**src/rtl/text_scanout_controller.sv**
```systemverilog
// Text-mode VGA scanout: raster counters, 8xCELL_H cell walker, text/font fetch
// pipeline and blinking underline cursor, all outputs aligned to a 3-clock latency.
module text_scanout_controller #(
  parameter int          H_ACTIVE     = 640,
  parameter int          H_FP         = 16,
  parameter int          H_SYNC       = 96,
  parameter int          H_BP         = 48,
  parameter int          V_ACTIVE     = 480,
  parameter int          V_FP         = 10,
  parameter int          V_SYNC       = 2,
  parameter int          V_BP         = 33,
  parameter int          COLS         = 80,
  parameter int          ROWS         = 24,
  parameter int          CELL_H       = 20,
  parameter logic [11:0] FG_COLOR     = 12'hFFF,
  parameter logic [11:0] BG_COLOR     = 12'h000,
  parameter int          BLINK_FRAMES = 32
) (
  input  logic        CLOCK_50,
  input  logic        RESET_N,
  output logic [10:0] text_addr,
  input  logic [7:0]  text_data,
  output logic [7:0]  font_character,
  output logic [2:0]  font_cell_x,
  output logic [4:0]  font_cell_y,
  input  logic        font_pixel,
  input  logic        cursor_en,
  input  logic [6:0]  cursor_col,
  input  logic [4:0]  cursor_row,
  output logic [3:0]  vga_r,
  output logic [3:0]  vga_g,
  output logic [3:0]  vga_b,
  output logic        vga_hs,
  output logic        vga_vs,
  output logic        vga_de,
  output logic        frame_start
);

  localparam logic [9:0]  H_LAST   = 10'(H_ACTIVE + H_FP + H_SYNC + H_BP - 1);
  localparam logic [9:0]  V_LAST   = 10'(V_ACTIVE + V_FP + V_SYNC + V_BP - 1);
  localparam logic [9:0]  H_ACT    = 10'(H_ACTIVE);
  localparam logic [9:0]  V_ACT    = 10'(V_ACTIVE);
  localparam logic [9:0]  V_ACT_M1 = 10'(V_ACTIVE - 1);
  localparam logic [9:0]  HS_FIRST = 10'(H_ACTIVE + H_FP);
  localparam logic [9:0]  HS_LAST  = 10'(H_ACTIVE + H_FP + H_SYNC - 1);
  localparam logic [9:0]  VS_FIRST = 10'(V_ACTIVE + V_FP);
  localparam logic [9:0]  VS_LAST  = 10'(V_ACTIVE + V_FP + V_SYNC - 1);
  localparam logic [4:0]  CY_LAST  = 5'(CELL_H - 1);
  localparam logic [4:0]  CY_UL    = 5'(CELL_H - 2);
  localparam logic [4:0]  ROW_LAST = 5'(ROWS - 1);
  localparam logic [6:0]  COL_LIM  = 7'(COLS);
  localparam logic [15:0] BF_LAST  = 16'(BLINK_FRAMES - 1);

  logic        pix_en;
  logic [9:0]  h_cnt, v_cnt, h_nxt, v_nxt;
  logic [4:0]  cell_y, cell_y_nxt, row, row_nxt;
  logic        frame_wrap;
  logic        active_nxt;
  logic [10:0] addr_nxt;
  logic [15:0] blink_cnt;
  logic        blink_ph;
  logic        de_raw, hs_raw, vs_raw, hit_raw;
  logic        s1_de, s1_hs, s1_vs, s1_hit;
  logic [11:0] rgb;

  always_comb begin
    h_nxt      = h_cnt + 10'd1;
    v_nxt      = v_cnt;
    cell_y_nxt = cell_y;
    row_nxt    = row;
    frame_wrap = 1'b0;
    if (h_cnt == H_LAST) begin
      h_nxt = '0;
      if (v_cnt == V_LAST) begin
        v_nxt      = '0;
        cell_y_nxt = '0;
        row_nxt    = '0;
        frame_wrap = 1'b1;
      end else begin
        v_nxt = v_cnt + 10'd1;
        // cell position only moves while the next line is still visible
        if (v_cnt < V_ACT_M1) begin
          if (cell_y == CY_LAST) begin
            cell_y_nxt = '0;
            row_nxt    = (row == ROW_LAST) ? row : row + 5'd1;
          end else begin
            cell_y_nxt = cell_y + 5'd1;
          end
        end
      end
    end
  end

  // address is computed from the next counter state so RAM data lands one clock later
  always_comb begin
    active_nxt = (h_nxt < H_ACT) && (v_nxt < V_ACT);
    addr_nxt   = '0;
    if (active_nxt)
      addr_nxt = {row_nxt, 6'b0} + {2'b0, row_nxt, 4'b0} + {4'b0, h_nxt[9:3]};
  end

  always_comb begin
    de_raw  = (h_cnt < H_ACT) && (v_cnt < V_ACT);
    hs_raw  = !((h_cnt >= HS_FIRST) && (h_cnt <= HS_LAST));
    vs_raw  = !((v_cnt >= VS_FIRST) && (v_cnt <= VS_LAST));
    hit_raw = cursor_en && blink_ph && (row == cursor_row) &&
              (h_cnt[9:3] == cursor_col) && (h_cnt[9:3] < COL_LIM) &&
              ((cell_y == CY_UL) || (cell_y == CY_LAST));
  end

  always_ff @(posedge CLOCK_50 or negedge RESET_N) begin
    if (!RESET_N) begin
      pix_en      <= 1'b0;
      h_cnt       <= '0;
      v_cnt       <= '0;
      cell_y      <= '0;
      row         <= '0;
      text_addr   <= '0;
      frame_start <= 1'b0;
      blink_cnt   <= '0;
      blink_ph    <= 1'b0;
      s1_de       <= 1'b0;
      s1_hs       <= 1'b1;
      s1_vs       <= 1'b1;
      s1_hit      <= 1'b0;
      vga_de      <= 1'b0;
      vga_hs      <= 1'b1;
      vga_vs      <= 1'b1;
      rgb         <= '0;
    end else begin
      pix_en      <= ~pix_en;
      frame_start <= pix_en & frame_wrap;
      if (pix_en) begin
        h_cnt     <= h_nxt;
        v_cnt     <= v_nxt;
        cell_y    <= cell_y_nxt;
        row       <= row_nxt;
        text_addr <= addr_nxt;
        if (frame_wrap) begin
          if (blink_cnt == BF_LAST) begin
            blink_cnt <= '0;
            blink_ph  <= ~blink_ph;
          end else begin
            blink_cnt <= blink_cnt + 16'd1;
          end
        end
      end else begin
        // mid-period edge: capture this pixel's controls, emit the previous pixel
        s1_de  <= de_raw;
        s1_hs  <= hs_raw;
        s1_vs  <= vs_raw;
        s1_hit <= hit_raw;
        vga_de <= s1_de;
        vga_hs <= s1_hs;
        vga_vs <= s1_vs;
        if (!s1_de)
          rgb <= '0;
        else if (font_pixel ^ s1_hit)
          rgb <= FG_COLOR;
        else
          rgb <= BG_COLOR;
      end
    end
  end

  assign font_character = text_data;
  assign font_cell_x    = h_cnt[2:0];
  assign font_cell_y    = cell_y;
  assign vga_r          = rgb[11:8];
  assign vga_g          = rgb[7:4];
  assign vga_b          = rgb[3:0];

endmodule

```
**config.mk**
```make
export PLATFORM = sky130hd
export DESIGN_NAME = text_scanout_controller
export DESIGN_NICKNAME = d
export VERILOG_FILES = /design/src/rtl/text_scanout_controller.sv
export SDC_FILE = /design/constraint.sdc
export NUM_CORES = 1
export LEC_CHECK = 0
export BUFFER_PORTS_ARGS = -buffer_cell sky130_fd_sc_hd__buf_2
export CAP_MARGIN = 15
export CELL_PAD_IN_SITES_DETAIL_PLACEMENT = 1
export CELL_PAD_IN_SITES_GLOBAL_PLACEMENT = 1
export CORE_UTILIZATION = 25
export CTS_BUF_LIST = sky130_fd_sc_hd__clkbuf_2
export CTS_CLUSTER_SIZE = 16
export DETAILED_ROUTE_END_ITERATION = 8
export GPL_TIMING_DRIVEN = 1
export PLACE_DENSITY_LB_ADDON = 0.1
export SLEW_MARGIN = 10
export SYNTH_ARGS = -nofsm -noshare
export SYNTH_HDL_FRONTEND = slang
export SYNTH_SLANG_ARGS = --single-unit
```
**constraint.sdc**
```tcl
create_clock -name CLOCK_50 -period 4.9 [get_ports CLOCK_50]
set_clock_uncertainty 0.1 [all_clocks]
set_input_delay 0.49 -clock CLOCK_50 [delete_from_list [all_inputs] [get_ports CLOCK_50]]
set_output_delay 0.49 -clock CLOCK_50 [all_outputs]
set_load 0.005 [all_outputs]
```
==> results.sh <==
export IMPL_outcome="finished clean"
export IMPL_cts_buffers=9
export IMPL_antenna_found_initial=1
export IMPL_die_h_um=131
export IMPL_h_tree_depth=3
export IMPL_synth_distinct_cells=56
export IMPL_dr_pass1_iters=4
export IMPL_area_delta_synth_final_pct=10.9
export IMPL_initial_utilization_pct=25.8
export IMPL_period_minus_slack_ns=4.05
export IMPL_clock_latency_ns=0.57
export IMPL_power_total_w=0.00104
export IMPL_core_um2=16000
export IMPL_ant_nets=0
export IMPL_fp_dieW_um=131
export IMPL_min_delay_start="font_pixel"
export IMPL_syn_nets=481
export IMPL_dp_hpwl_um=7950
export IMPL_ys_seq_area_share_pct=41.3
export IMPL_finalHoldViolCount=0
export IMPL_slowest_stage="fa_1"
export IMPL_yosys_top_cells_area="dfrtp_1 (39%), xnor2_1 (7.0%), ha_1 (5.1%)"
export IMPL_synthArstFlopShare_pct=100
export IMPL_critPathMaxFanout=11
export IMPL_critPathBufInv=1
export IMPL_cts_tree="yes"
export IMPL_grt_pass1_vias=3284
export IMPL_clock_path_buffers=2
export IMPL_vdd_drop_max_mv=0.109
export IMPL_fin_util_pct=28.6
export IMPL_synth_warnings=0
export IMPL_synth_largest_area_cell="dfrtp_1"
export IMPL_grt_ovfl_total=0
export IMPL_die_area_um2=17000
export IMPL_hold_path_class="in -> reg"
export IMPL_end_kind="flip-flop"
export IMPL_startpoint_type="flip-flop"
export IMPL_ioPinCount=67
export IMPL_initialDrtViolationCount=150
export IMPL_num_rows=46
export IMPL_worst_setup_path_type="reg -> reg"
export IMPL_cp_top_family="compound AO/OA/AOI/OAI gates"
export IMPL_setup_viol=0
export IMPL_crit_arrival_ns=4.44
export IMPL_grt_pass1_wl_um=18100
export IMPL_viasPerCell=4.69
export IMPL_setup_tns_ns=0
export IMPL_postCtsSetupBuffers=0
export IMPL_power_density_nw_per_um2=227
export IMPL_yosys_area_top_type_share_pct=38.8
export IMPL_grt_max_degree=42
export IMPL_synth_edf_count=0
export IMPL_fmax_ghz=0.247
export IMPL_gp_congestion=0.733
export IMPL_drc_errors=0
export IMPL_slew_headroom_pct=28.1
export IMPL_synth_seq_cells=68
export IMPL_fin_crit_sh_pct=82.7
export IMPL_maxCapViolCount=0
export IMPL_path_cells="ha_1 > nand4_4 > nor3b_1 > buf_4 > nand3_1 > a41oi_2 > xnor2_1 > nor2_1 > fa_1 > ha_1 > a21o_1 > a21oi_1 > o21bai_1 > a21oi_1 > xor2_1 > o31ai_1"
export IMPL_p_leak_nw=2.07
export IMPL_reg2reg_from="h_cnt[0]$_DFFE_PN0P_"
export IMPL_netlist_instances=438
export IMPL_drv_slew=0
export IMPL_whs_ns=0.0950
export IMPL_drive_gt1_share_pct=19.0
export IMPL_finalWirelength_um=11000
export IMPL_nets=506
export IMPL_tightestPinTransition_ns=1.07
export IMPL_synth_top_flop_cell="dfrtp_1"
export IMPL_dr_total_vias=3215
export IMPL_cpPeakStageDelay_ns=0.51
export IMPL_portBuffers=50
export IMPL_cts_sinks=68
export IMPL_required_ns=5.29
export IMPL_synth_most_common_cell="dfrtp_1"
export IMPL_clkTransAtPathRegs_ns=0.20
export IMPL_rsz0062_at_grt="no"
export IMPL_wl_per_cell_um=16.0
export IMPL_crit_start="h_cnt[0]$_DFFE_PN0P_"
export IMPL_synthTopCellsByCount="dfrtp_1 (64), nand2_1 (52), o21ai_0 (38)"
export IMPL_cts_root_buf="clkbuf_2"
export IMPL_synth_area_per_cell_um2=9.43
export IMPL_synth_area_um2=4130
export IMPL_grt_usage_pct=14.1
[area by class of cell]
cell class                      instances  area (µm²)
Clock buffer                           10        50.0
Antenna cell                            1        2.50
Inverter                               16        60.1
Timing Repair Buffer                   56         298
Tap cell                              216         270
Multi-Input combinational cell        312        2090
Sequential cell                        68        1710
Fill cell                            1905       11400
Clock inverter                          6         103
[sequential cells by signal (all words and copies together) (netlist names)]
| signal | flops |
|---|---|
| blink_cnt | 16 |
| text_addr | 11 |
| h_cnt | 10 |
| v_cnt | 10 |
| font_cell_y | 5 |
| row | 5 |
| blink_ph | 1 |
| frame_start | 1 |
| pix_en | 1 |
| rgb | 1 |
| s1_de | 1 |
| s1_hit | 1 |
| s1_hs | 1 |
| s1_vs | 1 |
| vga_de | 1 |
| vga_hs | 1 |
| vga_vs | 1 |
[metrics by stage]
step           setup slack (ns)  instance area [µm²]  cells
2_1_floorplan              1.26                 4130    438
3_5_place_dp              0.853                 4410    667
6_report                  0.849                 4580    685
5_1_grt                   0.449                 4580    685
3_3_place_gp               1.00                 4410    667
4_1_cts                   0.815                 4580    684
[report_power, final]
| part | total (W) | switching, W | internal [W] | leakage [nW] |
|---|---|---|---|---|
| Sequential | 0.000564 | 0.00000101 | 0.000563 | 0.899 |
| Combinational | 0.0000325 | 0.0000208 | 0.0000118 | 1.08 |
| Clock | 0.000442 | 0.000224 | 0.000218 | 0.0910 |
| Total | 0.00104 | 0.000246 | 0.000792 | 2.07 |
[cell usage in the layout (no fill, tap or decap), drive strengths merged, types with 6 or more instances in the layout]
| master | Yosys | final |
|---|---|---|
| xnor2 | 33 | 33 |
| nand2 | 52 | 52 |
| o2bb2ai | 10 | 10 |
| ha | 17 | 17 |
| nor2 | 29 | 29 |
| o31ai | 6 | 6 |
| inv | 16 | 16 |
| nand3 | 23 | 23 |
| a21oi | 11 | 11 |
| clkbuf | 10 | 10 |
| dfrtp | 64 | 64 |
| o21ai | 40 | 40 |
| and3 | 6 | 6 |
| xor2 | 13 | 13 |
| nand4 | 15 | 15 |
| buf | 32 | 55 |
| nor3 | 8 | 8 |
[logic make-up after synthesis]
kind of cell / count (synthesis) / share of synthesized area (%)
and+or+nand+nor: 159 / 20.6
AOI/OAI and AO/OA: 85 / 13.3
muxes: 3 / 0.818
xor gates and xnor gates: 46 / 9.75
DFF: 68 / 41.3
adders and majority gates: 19 / 6.12
buffers and inverters: 58 / 8.09
[worst min-delay path, stage by stage]
cell and delay, ns:
buf_2 0.09, xnor2_1 0.10, o21ai_0 0.07
[timing repair]
item,CTS,global route
gates resized for setup,0,0
hold buffers,1,0
endpoints found under the hold margin,34,0
[layer usage]
layer / vias up / share of wire (%) / GRT usage, %
li1: 1567 / - / -
met1: 1585 / 52 / 19.8
met2: 46 / 43 / 20.9
met3: 17 / 2.9 / 2.36
met4: 0 / 2.2 / 6.96
met5: - / 0 / 0
[path summary, 6_finish.rpt]
| path | to | slack [ns] | cells past startpoint |
|---|---|---|---|
| setup / recovery | text_addr[10]$_DFFE_PN0P_ | 0.85 | 16 |
| hold reg to reg | blink_ph$_DFFE_PN0P_ | 0.38 | 1 |
| hold / removal | rgb[10]$_DFFE_PN0N_ | 0.09 | 3 |
| min in group asynchronous | blink_cnt[12]$_DFFE_PN0P_ | 0.44 | 2 |
| max in group asynchronous | vga_hs$_DFFE_PN1N_ | 3.25 | 3 |
| setup reg to reg | text_addr[10]$_DFFE_PN0P_ | 0.85 | 16 |
Power figures use the tool's default switching activity.
